==> config.mk <==
export PLATFORM = sky130hd
export DESIGN_NAME = hilo_mul_sequencer
export DESIGN_NICKNAME = d
export VERILOG_FILES = /design/src/rtl/hilo_mul_sequencer.sv
export SDC_FILE = /design/constraint.sdc
export NUM_CORES = 1
export LEC_CHECK = 0
export ABC_AREA = 1
export ABC_CLOCK_PERIOD_IN_PS = 9700
export BUFFER_PORTS_ARGS = -buffer_cell sky130_fd_sc_hd__buf_2
export CORE_UTILIZATION = 39
export CTS_CLUSTER_DIAMETER = 40
export DETAILED_ROUTE_END_ITERATION = 16
export REMOVE_ABC_BUFFERS = 1
export SYNTH_ARGS = -nofsm -noshare
export SYNTH_HDL_FRONTEND = slang
export SYNTH_SLANG_ARGS = --single-unit
==> constraint.sdc <==
create_clock -name clk_i -period 9.7 [get_ports clk_i]
set_clock_uncertainty 0.05 [all_clocks]
set_input_delay 0.97 -clock clk_i [delete_from_list [all_inputs] [get_ports clk_i]]
set_output_delay 0.97 -clock clk_i [all_outputs]
set_load 0.03 [all_outputs]
==> src/rtl/hilo_mul_sequencer.sv <==
// hilo_mul_sequencer: iterative shift-add MULT/MADD/MSUB sequencer owning the HI/LO pair.
// rev 1.0
`default_nettype none

module hilo_mul_sequencer #(
  parameter int WIDTH          = 32,
  parameter int BITS_PER_CYCLE = 1
) (
  input  logic             clk_i,
  input  logic             rst_ni,
  input  logic             start_i,
  input  logic [2:0]       op_i,
  input  logic [WIDTH-1:0] a_i,
  input  logic [WIDTH-1:0] b_i,
  input  logic             flush_i,
  output logic             busy_o,
  output logic             done_o,
  output logic [WIDTH-1:0] hi_o,
  output logic [WIDTH-1:0] lo_o
);

  localparam int N  = WIDTH / BITS_PER_CYCLE;
  localparam int CW = $clog2(N + 1);

  typedef enum logic [1:0] {
    S_IDLE   = 2'd0,
    S_CALC   = 2'd1,
    S_FINISH = 2'd2
  } state_e;

  state_e             state_q;
  logic [WIDTH-1:0]   hi_q, lo_q;
  logic [2*WIDTH-1:0] acc_q, acc_d;
  logic [2*WIDTH-1:0] mcand_q;
  logic [WIDTH-1:0]   mplier_q;
  logic [CW-1:0]      cnt_q;
  logic [1:0]         kind_q;
  logic               sign_q;
  logic               busy_q;
  logic               done_q;

  logic               w_signed;
  logic [WIDTH-1:0]   w_a_mag, w_b_mag;
  logic [2*WIDTH-1:0] w_prod, w_hilo, w_res;

  // Even opcodes are the signed variants; magnitudes are unsigned so 2^(W-1) fits.
  assign w_signed = ~op_i[0];
  assign w_a_mag  = (w_signed && a_i[WIDTH-1]) ? -a_i : a_i;
  assign w_b_mag  = (w_signed && b_i[WIDTH-1]) ? -b_i : b_i;

  always_comb begin
    acc_d = acc_q;
    for (int k = 0; k < BITS_PER_CYCLE; k++) begin
      if (mplier_q[k]) acc_d = acc_d + (mcand_q << k);
    end
  end

  always_comb begin
    w_prod = sign_q ? -acc_q : acc_q;
    w_hilo = {hi_q, lo_q};
    case (kind_q)
      2'b01:   w_res = w_hilo + w_prod;
      2'b10:   w_res = w_hilo - w_prod;
      default: w_res = w_prod;
    endcase
  end

  always_ff @(posedge clk_i) begin
    if (!rst_ni) begin
      state_q  <= S_IDLE;
      hi_q     <= '0;
      lo_q     <= '0;
      acc_q    <= '0;
      mcand_q  <= '0;
      mplier_q <= '0;
      cnt_q    <= '0;
      kind_q   <= '0;
      sign_q   <= 1'b0;
      busy_q   <= 1'b0;
      done_q   <= 1'b0;
    end else begin
      done_q <= 1'b0;
      case (state_q)
        S_IDLE: begin
          if (start_i && !flush_i) begin
            if (op_i[2:1] == 2'b11) begin
              if (op_i[0]) lo_q <= a_i;
              else         hi_q <= a_i;
              done_q <= 1'b1;
            end else begin
              kind_q   <= op_i[2:1];
              sign_q   <= w_signed & (a_i[WIDTH-1] ^ b_i[WIDTH-1]);
              mcand_q  <= {{WIDTH{1'b0}}, w_a_mag};
              mplier_q <= w_b_mag;
              acc_q    <= '0;
              cnt_q    <= CW'(N - 1);
              busy_q   <= 1'b1;
              state_q  <= S_CALC;
            end
          end
        end
        S_CALC: begin
          if (flush_i) begin
            busy_q  <= 1'b0;
            state_q <= S_IDLE;
          end else begin
            acc_q    <= acc_d;
            mcand_q  <= mcand_q << BITS_PER_CYCLE;
            mplier_q <= mplier_q >> BITS_PER_CYCLE;
            if (cnt_q == '0) state_q <= S_FINISH;
            else             cnt_q   <= cnt_q - CW'(1);
          end
        end
        S_FINISH: begin
          busy_q  <= 1'b0;
          state_q <= S_IDLE;
          if (!flush_i) begin
            {hi_q, lo_q} <= w_res;
            done_q       <= 1'b1;
          end
        end
        default: begin
          busy_q  <= 1'b0;
          state_q <= S_IDLE;
        end
      endcase
    end
  end

  assign busy_o = busy_q;
  assign done_o = done_q;
  assign hi_o   = hi_q;
  assign lo_o   = lo_q;

endmodule

`default_nettype wire
==> summary.txt, run 1 <==
Clock network
  – CTS Buf Count: 57
  – CTS HTree Levels: 2
  – Cts hold-fix bufs: 0
  – CTS tree: yes
  – Post-CTS sizing: 0
  – Setup repair bufs after CTS: 0
  – Sink Count: 237
  – Clock buffer depth: 3
  – Root Driver: clkbuf_16
  – CTS clock-pin slew for the worst setup and hold paths: 0.05 ns
  – Later-pin clock latency in the skew report: 0.63 ns

Power
  – Leakage: 13.1 nW
  – Total power: 0.00621 W
  – Power per cell area: 229 nW/µm²
  – Maximum vdd drop: 0.000162 V

Routing
  – DRC viols: 0
  – DR vias: 27500
  – Initial drt markers: 2462
  – Wire per inst: 19.2 µm
  – Via density: 5.56
  – 1st-pass router iterations: 6
  – Final Routed Wirelength: 94.9 mm
  – ANT nets after route: 0

GRT
  – Antenna violations before repair: 2
  – Grt ovf: 0
  – Global-route wire length before repair: 146 mm
  – Total GRT Usage: 29.9%
  – Largest net degree at the start of global routing: 95
  – Number of global-route vias before repair: 25300

STA
  – Final Hold Fails: 0
  – Crit share post-route: 65.2%
  – Maximum operating frequency: 0.158 GHz
  – Final setup viols: 0
  – Least-Margin Pin Slew: 1.10 ns
  – Setup_tns: 0 ns
  – Slew Viols, Final: 0
  – RSZ-0062 raised after global routing: false
  – Post-layout minimum cycle time: 6.32 ns
  – Post-route setup slack: 3.38 ns
  – Rel. slew slack: 26.2%

Floorplanning
  – # IOs: 137
  – Area of the core: 60200 µm²
  – Initial Util: 39.4%
  – Die width: 249 µm
  – Num rows: 90
  – Die height: 249 µm
  – Die footprint: 61900 µm²

Worst setup path
  – Reg2Reg Launch Point: sign_q$_SDFFE_PN0P_
  – Max Fanout on Critical Path: 65
  – Setup CP Type: reg2reg
  – Nature of the critical path startpoint: flip-flop
  – Worst r2r path cells: 23
  – CP endpoint kind: flip-flop
  – Critical Path RT: 10.14 ns
  – R2r setup slk: 3.38 ns
  – Worst r2r dst: hi_o[15]$_SDFFE_PN0P_
  – CP arrival: 6.77 ns

Synthesis
  – Most common cell in the netlist: nand2_1
  – Yosys top cell area share: 20.0%
  – Mapped Avg Cell Area: 5.91 µm²
  – Mapped Cells: 4019
  – Top_reg_cell synth: dfxtp_1
  – #FFs+latches synth: 237
  – Mapped Area: 23800 µm²
  – Seq/Total Area, Yosys: 20.0%
  – Synth top cells by count: 853 x nand2_1, 509 x a21oi_1, 480 x nor2_1
  – Synth area leader: dfxtp_1
  – Main area contributors after synthesis: dfxtp_1 20%, nand2_1 13%, a21oi_1 11%
  – Synth async-reset ratio: 0%
  – Ys Warns: 0
  – EDFF count, synth: 0
  – Unique masters post-synth: 53

Cells and area
  – Layout area overhead: 14.4%
  – Share of cells above drive strength 1: 9.44%
  – Multi-input logic area: 16700 µm²
  – Final instance area: 27200 µm²
  – Reg area: 4750 µm²
  – Final nets: 4309
  – Fillers: 6528

Placed design
  – HPWL after DPL: 74.4 mm
  – Number of port buffers: 136
  – Placed cell area: 25100 µm²
  – GPL Wtd Cong: 0.992
  – Dpl ws: 3.66 ns

Worst hold path
  – Endpoint, Worst Hold: busy_o$_SDFFE_PN0P_
  – Hold Crit Start: busy_o$_SDFFE_PN0P_
  – Hold Path Class: reg2reg
  – Hold depth: 2

Flow run
  – Number of max-cap violations: 0

Status
  – Outcome: completed
registers in the layout, summed over array words and instances, names as in the netlist:
name,cells
lo_o,32
state_q,2
hi_o,32
kind_q,2
mcand_q,64
acc_q,64
sign_q,1
done_o,1
mplier_q,32
busy_o,1
cnt_q,6
final cells by class:
class,instances,area share (%)
Multi-Input combinational cell,3163,61.5
Inverter,487,6.74
Antenna cell,2,0.0184
Timing Repair Buffer,157,3.08
Tap cell,782,3.60
Clock inverter,33,1.55
Sequential cell,237,17.5
Clock buffer,75,6.01
metrics by stage:
stage	cells	utilization (%)	hold WS (ns)
finish	4936	45.1	0.410
global route	4936	45.1	0.431
CTS	4934	45.1	0.409
detailed placement	4826	41.7	0.402
global placement	4826	41.7	0.399
floorplan	3887	-	0.380
metal layers:
layer | global-route usage [%] | routed length [µm] | vias up
li1 | - | - | 13700
met1 | 39.6 | 41800 | 12500
met2 | 47.7 | 41900 | 975
met3 | 3.88 | 6460 | 200
met4 | 14.5 | 4710 | 0
met5 | 0 | 0 | -
report_power, final:
part           switching [W]  internal (W)  total, W
logic                0.00215      0.000906   0.00306
clock network       0.000679       0.00133   0.00200
registers          0.0000842       0.00106   0.00115
total                0.00292       0.00330   0.00621
kinds of logic (layout without fill, tap and decap cells):
logic type	after synthesis	in the layout	share of synthesized area, %
buffers and inverters	619	752	9.86
other	0	2	0
xor gates and xnor gates	120	120	4.42
DFF	237	237	20.0
AOI/OAI and AO/OA	1142	1142	26.6
and+or+nand+nor	1766	1766	32.0
adders and majority gates	135	135	7.17
layout by cell type, fill, tap and decap left out, drive strengths merged, types with 17 or more instances in the layout:
cell type / count
nand2: 882
nor2: 512
a21oi: 509
inv: 491
o21ai: 366
dfxtp: 237
nand3: 217
buf: 157
ha: 133
xor2: 90
a31oi: 89
o211ai: 77
clkbuf: 75
nor3: 50
nand4: 39
xnor2: 30
nor4: 26
o21bai: 25
nand3b: 19
clkinv: 17
worst max-delay path by stage:
stage,from,to,slack (ns),cells after the start
after floorplan,state_q[0]$_SDFFE_PN0P_,mcand_q[12]$_SDFFE_PN0P_,3.02,9
after global placement,sign_q$_SDFFE_PN0P_,hi_o[1]$_SDFFE_PN0P_,3.59,23
after detailed placement,sign_q$_SDFFE_PN0P_,hi_o[1]$_SDFFE_PN0P_,3.66,23
after CTS,sign_q$_SDFFE_PN0P_,hi_o[1]$_SDFFE_PN0P_,3.59,23
after global routing,sign_q$_SDFFE_PN0P_,hi_o[28]$_SDFFE_PN0P_,3.06,25
final,sign_q$_SDFFE_PN0P_,hi_o[15]$_SDFFE_PN0P_,3.38,23
critical path, cell delays in order, from the launching register on:
cell and delay (ns):
dfxtp_2 0.66, buf_4 0.65, nand2_1 0.14, xor2_1 0.23
nor2_1 0.21, nand3_2 0.13, nor2_4 0.14, nand4_1 0.21
nor4_1 0.89, inv_1 0.13, o21ai_0 0.24, xor2_1 0.23
ha_1 0.32, a21oi_1 0.18, inv_1 0.07, a31oi_1 0.20
o21ai_0 0.12, a21oi_1 0.43, o21ai_0 0.30, xor2_1 0.20
nand2_1 0.13, o21ai_0 0.10, nand2_1 0.09, a31oi_1 0.07
No activity file was read; power rests on OpenSTA's default activity.
==> run 2: changes to the inputs <==
--- a/config.mk
+++ b/config.mk
@@ -6,7 +6,7 @@
 export NUM_CORES = 1
 export LEC_CHECK = 0
 export ABC_AREA = 1
-export ABC_CLOCK_PERIOD_IN_PS = 9700
+export ABC_CLOCK_PERIOD_IN_PS = 5370
 export BUFFER_PORTS_ARGS = -buffer_cell sky130_fd_sc_hd__buf_2
 export CORE_UTILIZATION = 39
 export CTS_CLUSTER_DIAMETER = 40
==> constraint.sdc (replaced) <==
create_clock -name clk_i -period 5.37 [get_ports clk_i]
set_clock_uncertainty 0.05 [all_clocks]
set_input_delay 0.537 -clock clk_i [delete_from_list [all_inputs] [get_ports clk_i]]
set_output_delay 0.537 -clock clk_i [all_outputs]
set_load 0.03 [all_outputs]
==> summary.txt, run 2 (synthesized netlist as in run 1, its figures left out) <==
Clock network
  – Clock buffer depth: 3
  – CTS HTree Levels: 2
  – Cts hold-fix bufs: 0
  – CTS clock-pin slew for the worst setup and hold paths: 0.04 ns
  – Sink Count: 237
  – CTS tree: yes
  – CTS Buf Count: 54
  – Later-pin clock latency in the skew report: 0.63 ns
  – Root Driver: clkbuf_16

STA
  – Rel. slew slack: 27.8%
  – Maximum operating frequency: 0.197 GHz
  – Least-Margin Pin Slew: 1.08 ns
  – Slew Viols, Final: 0
  – Post-layout minimum cycle time: 5.09 ns
  – Final setup viols: 0
  – Setup_tns: 0 ns
  – Post-route setup slack: 0.284 ns
  – Final Hold Fails: 0
  – Crit share post-route: 94.7%

Worst hold path
  – Hold Path Class: in2reg
  – Hold depth: 3
  – Endpoint, Worst Hold: kind_q[1]$_SDFFE_PN0P_
  – Hold Crit Start: op_i[2]

Routing
  – ANT nets after route: 0
  – Wire per inst: 19.5 µm
  – DR vias: 27500
  – DRC viols: 0
  – Via density: 5.54
  – 1st-pass router iterations: 5
  – Final Routed Wirelength: 97.1 mm
  – Initial drt markers: 2416

Floorplanning
  – # IOs: 137
  – Die width: 249 µm
  – Initial Util: 39.4%
  – Area of the core: 60200 µm²
  – Die height: 249 µm
  – Die footprint: 61900 µm²
  – Num rows: 90

Flow run
  – Number of max-cap violations: 0

Placed design
  – HPWL after DPL: 77.6 mm
  – Dpl ws: 0.236 ns
  – Number of port buffers: 136
  – GPL Wtd Cong: 0.999

Worst setup path
  – Max Fanout on Critical Path: 10
  – CP arrival: 5.51 ns
  – Reg2Reg Launch Point: acc_q[0]$_SDFFE_PN0P_
  – Most frequent CP cell: nand2_1
  – Setup CP Type: reg2reg
  – Worst r2r dst: hi_o[30]$_SDFFE_PN0P_
  – Critical Path RT: 5.79 ns
  – Worst r2r path cells: 29
  – R2r setup slk: 0.28 ns
  – CP max stage cell: ha_1
  – Crit-path max cell delay: 0.37 ns
  – Top delay family on crit path: simple AND/OR/NAND/NOR gates
  – Nature of the critical path startpoint: flip-flop
  – Worst Path Buf+Inv: 3
  – CP endpoint kind: flip-flop

Cells and area
  – Final nets: 4350
  – Layout area overhead: 15.3%
  – Commonest non-fill, non-tap cells in the layout: 853 x nand2_1, 504 x a21oi_1, 476 x nor2_1
  – Fillers: 6506
  – Largest regs: acc_q x64, mcand_q x64
  – Most common cell after layout, fill and taps aside: nand2_1
  – Share of cells above drive strength 1: 10.4%

GRT
  – Antenna violations before repair: 2
  – Global-route wire length before repair: 149 mm
  – Largest net degree at the start of global routing: 86
  – Number of global-route vias before repair: 25800
  – Grt ovf: 0
  – Total GRT Usage: 30.5%

Power
  – Power per cell area: 407 nW/µm²
  – Leakage: 13.3 nW
  – Clk network pwr share: 30.1%
  – Combinational share of power: 51.3%
  – Pint: 0.00586 W
  – Net Sw Frac: 47.5%
  – Maximum vdd drop: 0.000213 V
  – Seq pwr share: 18.6%
  – Sw Pwr: 0.00531 W

Status
  – Outcome: completed
## run 2: metrics by stage
step / util [%] / hold slack [ns] / cell area [µm²] / total power, W / instances
floorplan: - / 0.380 / 23200 / 0.00592 / 3887
global placement: 42.3 / 0.396 / 25500 / 0.00769 / 4868
detailed placement: 42.3 / 0.402 / 25500 / 0.00766 / 4868
CTS: 45.4 / 0.126 / 27300 / 0.0111 / 4964
global route: 45.5 / 0.156 / 27400 / 0.0119 / 4968
finish: 45.5 / 0.152 / 27400 / 0.0112 / 4968
## run 2: worst max path at each step
stage,startpoint,end,slack [ns],cells after the start
floorplan,state_q[0]$_SDFFE_PN0P_,mcand_q[12]$_SDFFE_PN0P_,-1.31,9
global placement,acc_q[0]$_SDFFE_PN0P_,hi_o[24]$_SDFFE_PN0P_,0.15,28
detailed placement,acc_q[0]$_SDFFE_PN0P_,hi_o[24]$_SDFFE_PN0P_,0.24,29
CTS,acc_q[0]$_SDFFE_PN0P_,hi_o[24]$_SDFFE_PN0P_,0.25,29
global route,acc_q[12]$_SDFFE_PN0P_,hi_o[28]$_SDFFE_PN0P_,-0.07,29
finish,acc_q[0]$_SDFFE_PN0P_,hi_o[30]$_SDFFE_PN0P_,0.28,29
## run 2: power groups by stage
stage | clock [W] | combinational, W | sequential, W
2_1_floorplan | 0 | 0.00377 | 0.00215
3_3_place_gp | 0 | 0.00559 | 0.00210
3_5_place_dp | 0 | 0.00556 | 0.00210
4_1_cts | 0.00339 | 0.00559 | 0.00207
5_1_grt | 0.00348 | 0.00631 | 0.00209
6_report | 0.00336 | 0.00573 | 0.00207
## run 2: cell type report
cell class              instances  area, µm²  area share, %
clock buffers                  71       1520           5.53
diodes                          2       5.00         0.0183
repair buffers                201       1190           4.36
clock inverters                25        354           1.29
flip-flops and latches        237       4750           17.3
inverters                     487       1830           6.68
multi-input cells            3163      16800           61.2
well taps                     782        978           3.57
## run 2: what timing repair did
item	4_1_cts	5_1_grt
setup endpoints to repair	0	19
buffers inserted	0	2
gates resized for setup	0	21
## run 2: layer usage
layer  part of all wire (%)  track usage, %  vias to the layer above
li1                       -               -                    13800
met1                     45            41.2                    12600
met2                     43            47.8                      978
met3                    6.8            3.98                      194
met4                    5.1            14.9                        0
met5                      0               0                        -
## run 2: worst reg2reg max path, delay by kind of cell, from the launching register on
family	cells	cell delay, ns
AOI/OAI and AO/OA	7	1.33
adders and majority gates	2	0.61
and+or+nand+nor	16	1.99
xor gates and xnor gates	1	0.30
buffers and inverters	3	0.32
DFF	1	0.34
